### config.mk
export PLATFORM = sky130hd
export DESIGN_NAME = seg_display_arbiter
export DESIGN_NICKNAME = d
export VERILOG_FILES = /design/src/rtl/seg_display_arbiter_pkg.sv /design/src/rtl/seg_display_arbiter_rr_picker.sv /design/src/rtl/seg_display_arbiter.sv
export SDC_FILE = /design/constraint.sdc
export NUM_CORES = 1
export LEC_CHECK = 0
export BUFFER_PORTS_ARGS = -buffer_cell sky130_fd_sc_hd__clkbuf_2
export CAP_MARGIN = 20
export CORE_ASPECT_RATIO = 0.5
export CORE_MARGIN = 1
export CORE_UTILIZATION = 50
export CTS_BUF_LIST = sky130_fd_sc_hd__clkbuf_16
export DETAILED_ROUTE_END_ITERATION = 10
export PLACE_DENSITY = 0.82
export SLEW_MARGIN = 40
export SYNTH_ARGS = -nofsm -noshare
export SYNTH_HDL_FRONTEND = slang
export SYNTH_SLANG_ARGS = --single-unit
### constraint.sdc
create_clock -name clk -period 5.1 [get_ports clk]
set_input_delay 0.51 -clock clk [delete_from_list [all_inputs] [get_ports clk]]
set_output_delay 0.51 -clock clk [all_outputs]
set_load 0.05 [all_outputs]
### src/rtl/seg_display_arbiter_pkg.sv
// Shared types and constants for the seven-segment display arbiter.
// Digit codes are {dp, hex[3:0]}; a slice is four digits packed {d3,d2,d1,d0}.
package seg_pkg;

   localparam int DIGIT_W    = 5;
   localparam int NUM_DIGITS = 4;
   localparam int NUM_REQ    = 4;
   localparam int SLICE_W    = DIGIT_W * NUM_DIGITS;

   localparam logic [SLICE_W-1:0] BLANK_DIGITS = '0;

   typedef enum logic {
      IDLE,
      OWNED
   } state_e;

   function automatic logic [NUM_REQ-1:0] onehot(input logic [1:0] idx);
      return NUM_REQ'(1) << idx;
   endfunction

endpackage

### src/rtl/seg_display_arbiter_rr_picker.sv
// Round-robin picker: first set req bit at or after start, wrapping modulo 4.
module rr_picker
   import seg_pkg::*;
(
   input  logic [NUM_REQ-1:0] req,
   input  logic [1:0]         start,
   output logic               found,
   output logic [1:0]         idx
);

   logic [1:0] cand;

   // Walk offsets from farthest to nearest so the nearest set bit wins.
   always_comb begin
      found = 1'b0;
      idx   = start;
      cand  = start;
      for (int k = NUM_REQ - 1; k >= 0; k--) begin
         cand = start + 2'(k);
         if (req[cand]) begin
            found = 1'b1;
            idx   = cand;
         end
      end
   end

endmodule

### src/rtl/seg_display_arbiter.sv
// Arbitrates four requesters for one four-digit display with a minimum dwell
// (in prescaler ticks) before an owner can be preempted by a competitor.
module seg_display_arbiter
   import seg_pkg::*;
#(
   parameter int                 HOLD_TICKS  = 4,
   parameter int                 PRESCALE_W  = 16,
   parameter logic [SLICE_W-1:0] IDLE_DIGITS = BLANK_DIGITS
) (
   input  logic                       clk,
   input  logic                       reset,
   input  logic [NUM_REQ-1:0]         req,
   input  logic [NUM_REQ*SLICE_W-1:0] req_digits,
   output logic [NUM_REQ-1:0]         grant,
   output logic [1:0]                 owner,
   output logic                       busy,
   output logic [DIGIT_W-1:0]         digits0,
   output logic [DIGIT_W-1:0]         digits1,
   output logic [DIGIT_W-1:0]         digits2,
   output logic [DIGIT_W-1:0]         digits3,
   output logic                       tick
);

   localparam int DWELL_W = (HOLD_TICKS < 1) ? 1 : $clog2(HOLD_TICKS + 1);
   localparam logic [DWELL_W-1:0] HOLD_MAX = DWELL_W'(HOLD_TICKS);

   state_e              state_q;
   logic [NUM_REQ-1:0]  grant_q;
   logic [1:0]          owner_q;
   logic [1:0]          rr_ptr_q;
   logic [DWELL_W-1:0]  dwell_q;
   logic [PRESCALE_W-1:0] presc_q, presc_d;
   logic [SLICE_W-1:0]  digits_q, digits_d;

   logic [NUM_REQ-1:0]  pick_req;
   logic [1:0]          pick_start;
   logic                pick_found;
   logic [1:0]          pick_idx;
   logic [SLICE_W-1:0]  slices [NUM_REQ];

   for (genvar i = 0; i < NUM_REQ; i++) begin : g_slice
      assign slices[i] = req_digits[SLICE_W*i +: SLICE_W];
   end

   assign presc_d = presc_q + PRESCALE_W'(1);
   assign tick    = &presc_q;

   always_ff @(posedge clk or posedge reset) begin
      if (reset) presc_q <= '0;
      else       presc_q <= presc_d;
   end

   // While owned, the picker only sees competitors, starting just past the owner.
   always_comb begin
      pick_req   = req;
      pick_start = rr_ptr_q;
      if (state_q == OWNED) begin
         pick_req   = req & ~grant_q;
         pick_start = owner_q + 2'd1;
      end
   end

   rr_picker u_picker (
      .req   (pick_req),
      .start (pick_start),
      .found (pick_found),
      .idx   (pick_idx)
   );

   always_ff @(posedge clk or posedge reset) begin
      if (reset) begin
         state_q  <= IDLE;
         grant_q  <= '0;
         owner_q  <= '0;
         rr_ptr_q <= '0;
         dwell_q  <= '0;
      end else begin
         case (state_q)
            IDLE: begin
               if (pick_found) begin
                  state_q <= OWNED;
                  grant_q <= onehot(pick_idx);
                  owner_q <= pick_idx;
                  dwell_q <= '0;
               end
            end
            OWNED: begin
               if (!req[owner_q]) begin
                  state_q  <= IDLE;
                  grant_q  <= '0;
                  rr_ptr_q <= owner_q + 2'd1;
                  dwell_q  <= '0;
               end else if (dwell_q == HOLD_MAX && pick_found) begin
                  grant_q  <= onehot(pick_idx);
                  owner_q  <= pick_idx;
                  rr_ptr_q <= owner_q + 2'd1;
                  dwell_q  <= '0;
               end else if (tick && dwell_q != HOLD_MAX) begin
                  dwell_q <= dwell_q + DWELL_W'(1);
               end
            end
            default: state_q <= IDLE;
         endcase
      end
   end

   assign digits_d = (|grant_q) ? slices[owner_q] : IDLE_DIGITS;

   always_ff @(posedge clk or posedge reset) begin
      if (reset) digits_q <= IDLE_DIGITS;
      else       digits_q <= digits_d;
   end

   assign grant   = grant_q;
   assign owner   = owner_q;
   assign busy    = |grant_q;
   assign digits0 = digits_q[DIGIT_W*0 +: DIGIT_W];
   assign digits1 = digits_q[DIGIT_W*1 +: DIGIT_W];
   assign digits2 = digits_q[DIGIT_W*2 +: DIGIT_W];
   assign digits3 = digits_q[DIGIT_W*3 +: DIGIT_W];

endmodule

==> results.toml <==
[die]
dieArea_sq_mm = 0.00569
num_rows = 18
die_y_um = 53.9
io_pins = 114
coreArea_sq_mm = 0.00504
start_util_pct = 53.3
die_x_um = 106

[logic_synthesis]
yosys-top-cells-area = "dfrtp_1, mux4_2, nor2b_1, xnor2_1, xor2_1"
netlist.area_leader.share_pct = 44.7
ys.warnings.count = 0
syn_inst = 230
synth_top_area_cell = "dfrtp_1"
synth_edf_count = 0
seq_area_frac_synth_pct = 44.7
avgSynthCellArea_sq_um = 11.7
post-synth-top-count-cell = "dfrtp_1"
synth_adder_area_share_pct = 1.40
synth-simple-area-share_pct = 17.4
synth_compound_area_share_pct = 8.75
synthMuxAreaShare_pct = 18.7
synth-seq-cells = 48
synth_nets = 319
synthXorXnorAreaFrac_pct = 5.54
netlist_area_sq_mm = 0.00269
yosys-top-cells-count = "dfrtp_1, mux4_2, nor2b_1"
synth_top_family_by_area = "multiplexers"
ys_async_sr_fraction_pct = 100
ys_types = 45
ys.flop_type = "dfrtp_1"

[placed_design]
place_area_sq_mm = 0.00331
place_congestion = 0.956
port_buffers = 113
hpwl_um = 4920

[run]
maxCapViolCount = 0

[timing]
finalHoldViolations = 0
fin_setup_tns_ns = 0
worst_pin_slew_ns = 0.755
slew_headroom_pct = 49.7
period_share_pct = 45.2
period_minus_slack_ns = 2.30
rsz0062_at_grt = "false"
fin_skew_ns = 0.00173
setup_violations = 0
drv_slew = 0
clock.fmax_mhz = 434

[power_and_ir_drop]
leakagePower_nw = 1.70
powerDensity_mw_per_mm2 = 582
peakVddDrop_v = 0.000355

[routing]
drc = 0
routedWlPerCell_um = 15.4
vias = 2260
drtIter0Drc = 89
routed_wl_um = 6320
antenna_left = 0
firstDrtPassIters = 4
viasPerCell = 5.50

[cts]
cts_resized = 0
numClockSinks = 48
cts_tree = "yes"
hold_buffers = 0
root_buffer = "clkbuf_16"
post_cts_buffers = 0
clk_latency_ns = 0.28
htree_levels = 2
clkTransAtPathRegs_ns = 0.06
cts_inserted_buffers = 5
cts.path.max_buffers = 2

[layout]
drive_gt1_share_pct = 44.0
syn2layout_area_growth_pct = 28.3
fillers = 395
multi_input_area_sq_mm = 0.00140
nets = 430
n_antenna_cell = 0
design_area_sq_mm = 0.00345
ff_latch_area_sq_mm = 0.00120

[critical_path]
timing.rr.end = "grant[0]"
crit_end = "grant[0]"
r2r-start = "owner[0]"
cp.required_ns = 5.32
reg2reg_slack_ns = 2.80
end_kind = "register"
critPathMaxFanout = 20
crit_start = "owner[0]"
startpoint_type = "register"
arrival_ns = 2.52
crit_type = "register to register"
r2r_cells = 5

[global_route]
grt_busiest_layer = "met2"
antenna_found_initial = 0
grt_max_degree = 49
grt_pass1_wl_um = 10600
gr-usage-met2_pct = 43.7
grt_use_total_pct = 24.9
grt-ovfl-total = 0
grtUsageMet3_pct = 5.08
grt_pass1_vias = 2239
met1_usage_pct = 31.9

[outcome]
status = "finished, final reports clean"

[worst_hold_path]
min_path_type = "input pin to asynchronous set/reset pin"
## stage by stage
stage	setup slack [ns]	power [W]	instances	hold slack, ns	util, %
3_3_place_gp	2.74	0.00169	404	0.456	65.6
2_1_floorplan	2.99	0.00147	230	0.434	-
5_1_grt	2.61	0.00212	411	0.342	68.4
6_report	2.80	0.00201	411	0.277	68.4
4_1_cts	2.77	0.00202	411	0.304	68.4
3_5_place_dp	2.81	0.00171	404	0.462	65.6
## logic make-up after synthesis
family                   Yosys count
AND/OR/NAND/NOR                   81
flip-flops                        48
AO/OA/AOI/OAI                     34
multiplexers                      25
buffers and inverters             22
XOR/XNOR                          17
adder cells (fa/ha/maj)            3
## flip-flops by register name (all words and copies together), names as in the netlist
| signal | count |
|---|---|
| digits_q | 20 |
| presc_q | 16 |
| grant | 4 |
| dwell_q | 3 |
| owner | 2 |
| rr_ptr_q | 2 |
| state_q | 1 |
## report_power, final
| part | internal, W | leakage (nW) | total [W] | switching [W] |
|---|---|---|---|---|
| registers | 0.000492 | 0.622 | 0.000620 | 0.000128 |
| clock network | 0.000178 | 0.0673 | 0.000307 | 0.000129 |
| logic | 0.000394 | 1.01 | 0.00108 | 0.000685 |
| total | 0.00106 | 1.70 | 0.00201 | 0.000942 |
## worst max-delay path, stage by stage, from the launching register on
cell and delay, ns:
dfrtp_1 0.62, buf_4 0.43, mux2_2 0.40, o22a_2 0.26
nor4_4 0.35, a22o_1 0.17
## layout by cell type, fill, tap and decap left out, types with 2 or more instances in the layout
master     synthesis  routed
clkbuf_2           0     113
dfrtp_1           48      47
mux4_2            20      20
nor2b_1           20      20
nand2_1           15      15
inv_1             11      10
xnor2_1           10      10
nor2_1             9       9
a21oi_1            9       9
xor2_1             7       7
and2_1             6       6
and3_1             5       5
clkbuf_16          0       5
nand3_1            4       4
nand4_1            4       4
mux2i_1            4       4
nand2b_1           4       4
a21boi_0           4       4
o21ai_1            3       3
nor4_1             4       3
ha_1               3       3
nor3_1             2       2
a32oi_1            2       2
nor3b_1            2       2
o21ai_0            2       2
o31ai_1            2       2
a22o_1             2       2
buf_4              2       2
## worst min path at each step
stage | start | endpoint | slack [ns] | depth (start not counted)
2_1_floorplan | presc_q[10] | presc_q[10] | 0.43 | 1
3_3_place_gp | presc_q[10] | presc_q[10] | 0.46 | 1
3_5_place_dp | presc_q[10] | presc_q[10] | 0.46 | 1
4_1_cts | reset | dwell_q[2] | 0.30 | 2
5_1_grt | reset | presc_q[15] | 0.34 | 2
6_report | reset | dwell_q[2] | 0.28 | 2
## per-layer routing
| metal | up-vias | wire, um | part of all wire, % |
|---|---|---|---|
| met2 | 67 | 3230 | 51 |
| met4 | 0 | 112 | 1.8 |
| li1 | 1054 | - | - |
| met5 | - | 0 | 0 |
| met1 | 1127 | 2700 | 43 |
| met3 | 12 | 275 | 4.4 |
## cell type report
type	instances	share of cell area (%)
sequential	48	34.9
tap	70	2.54
timing repair buffer	115	16.8
clock inverter	2	0.363
multi-input combinational	160	40.5
clock buffer	5	3.63
inverter	11	1.27
Note: power is estimated with default switching activity, not from simulation.
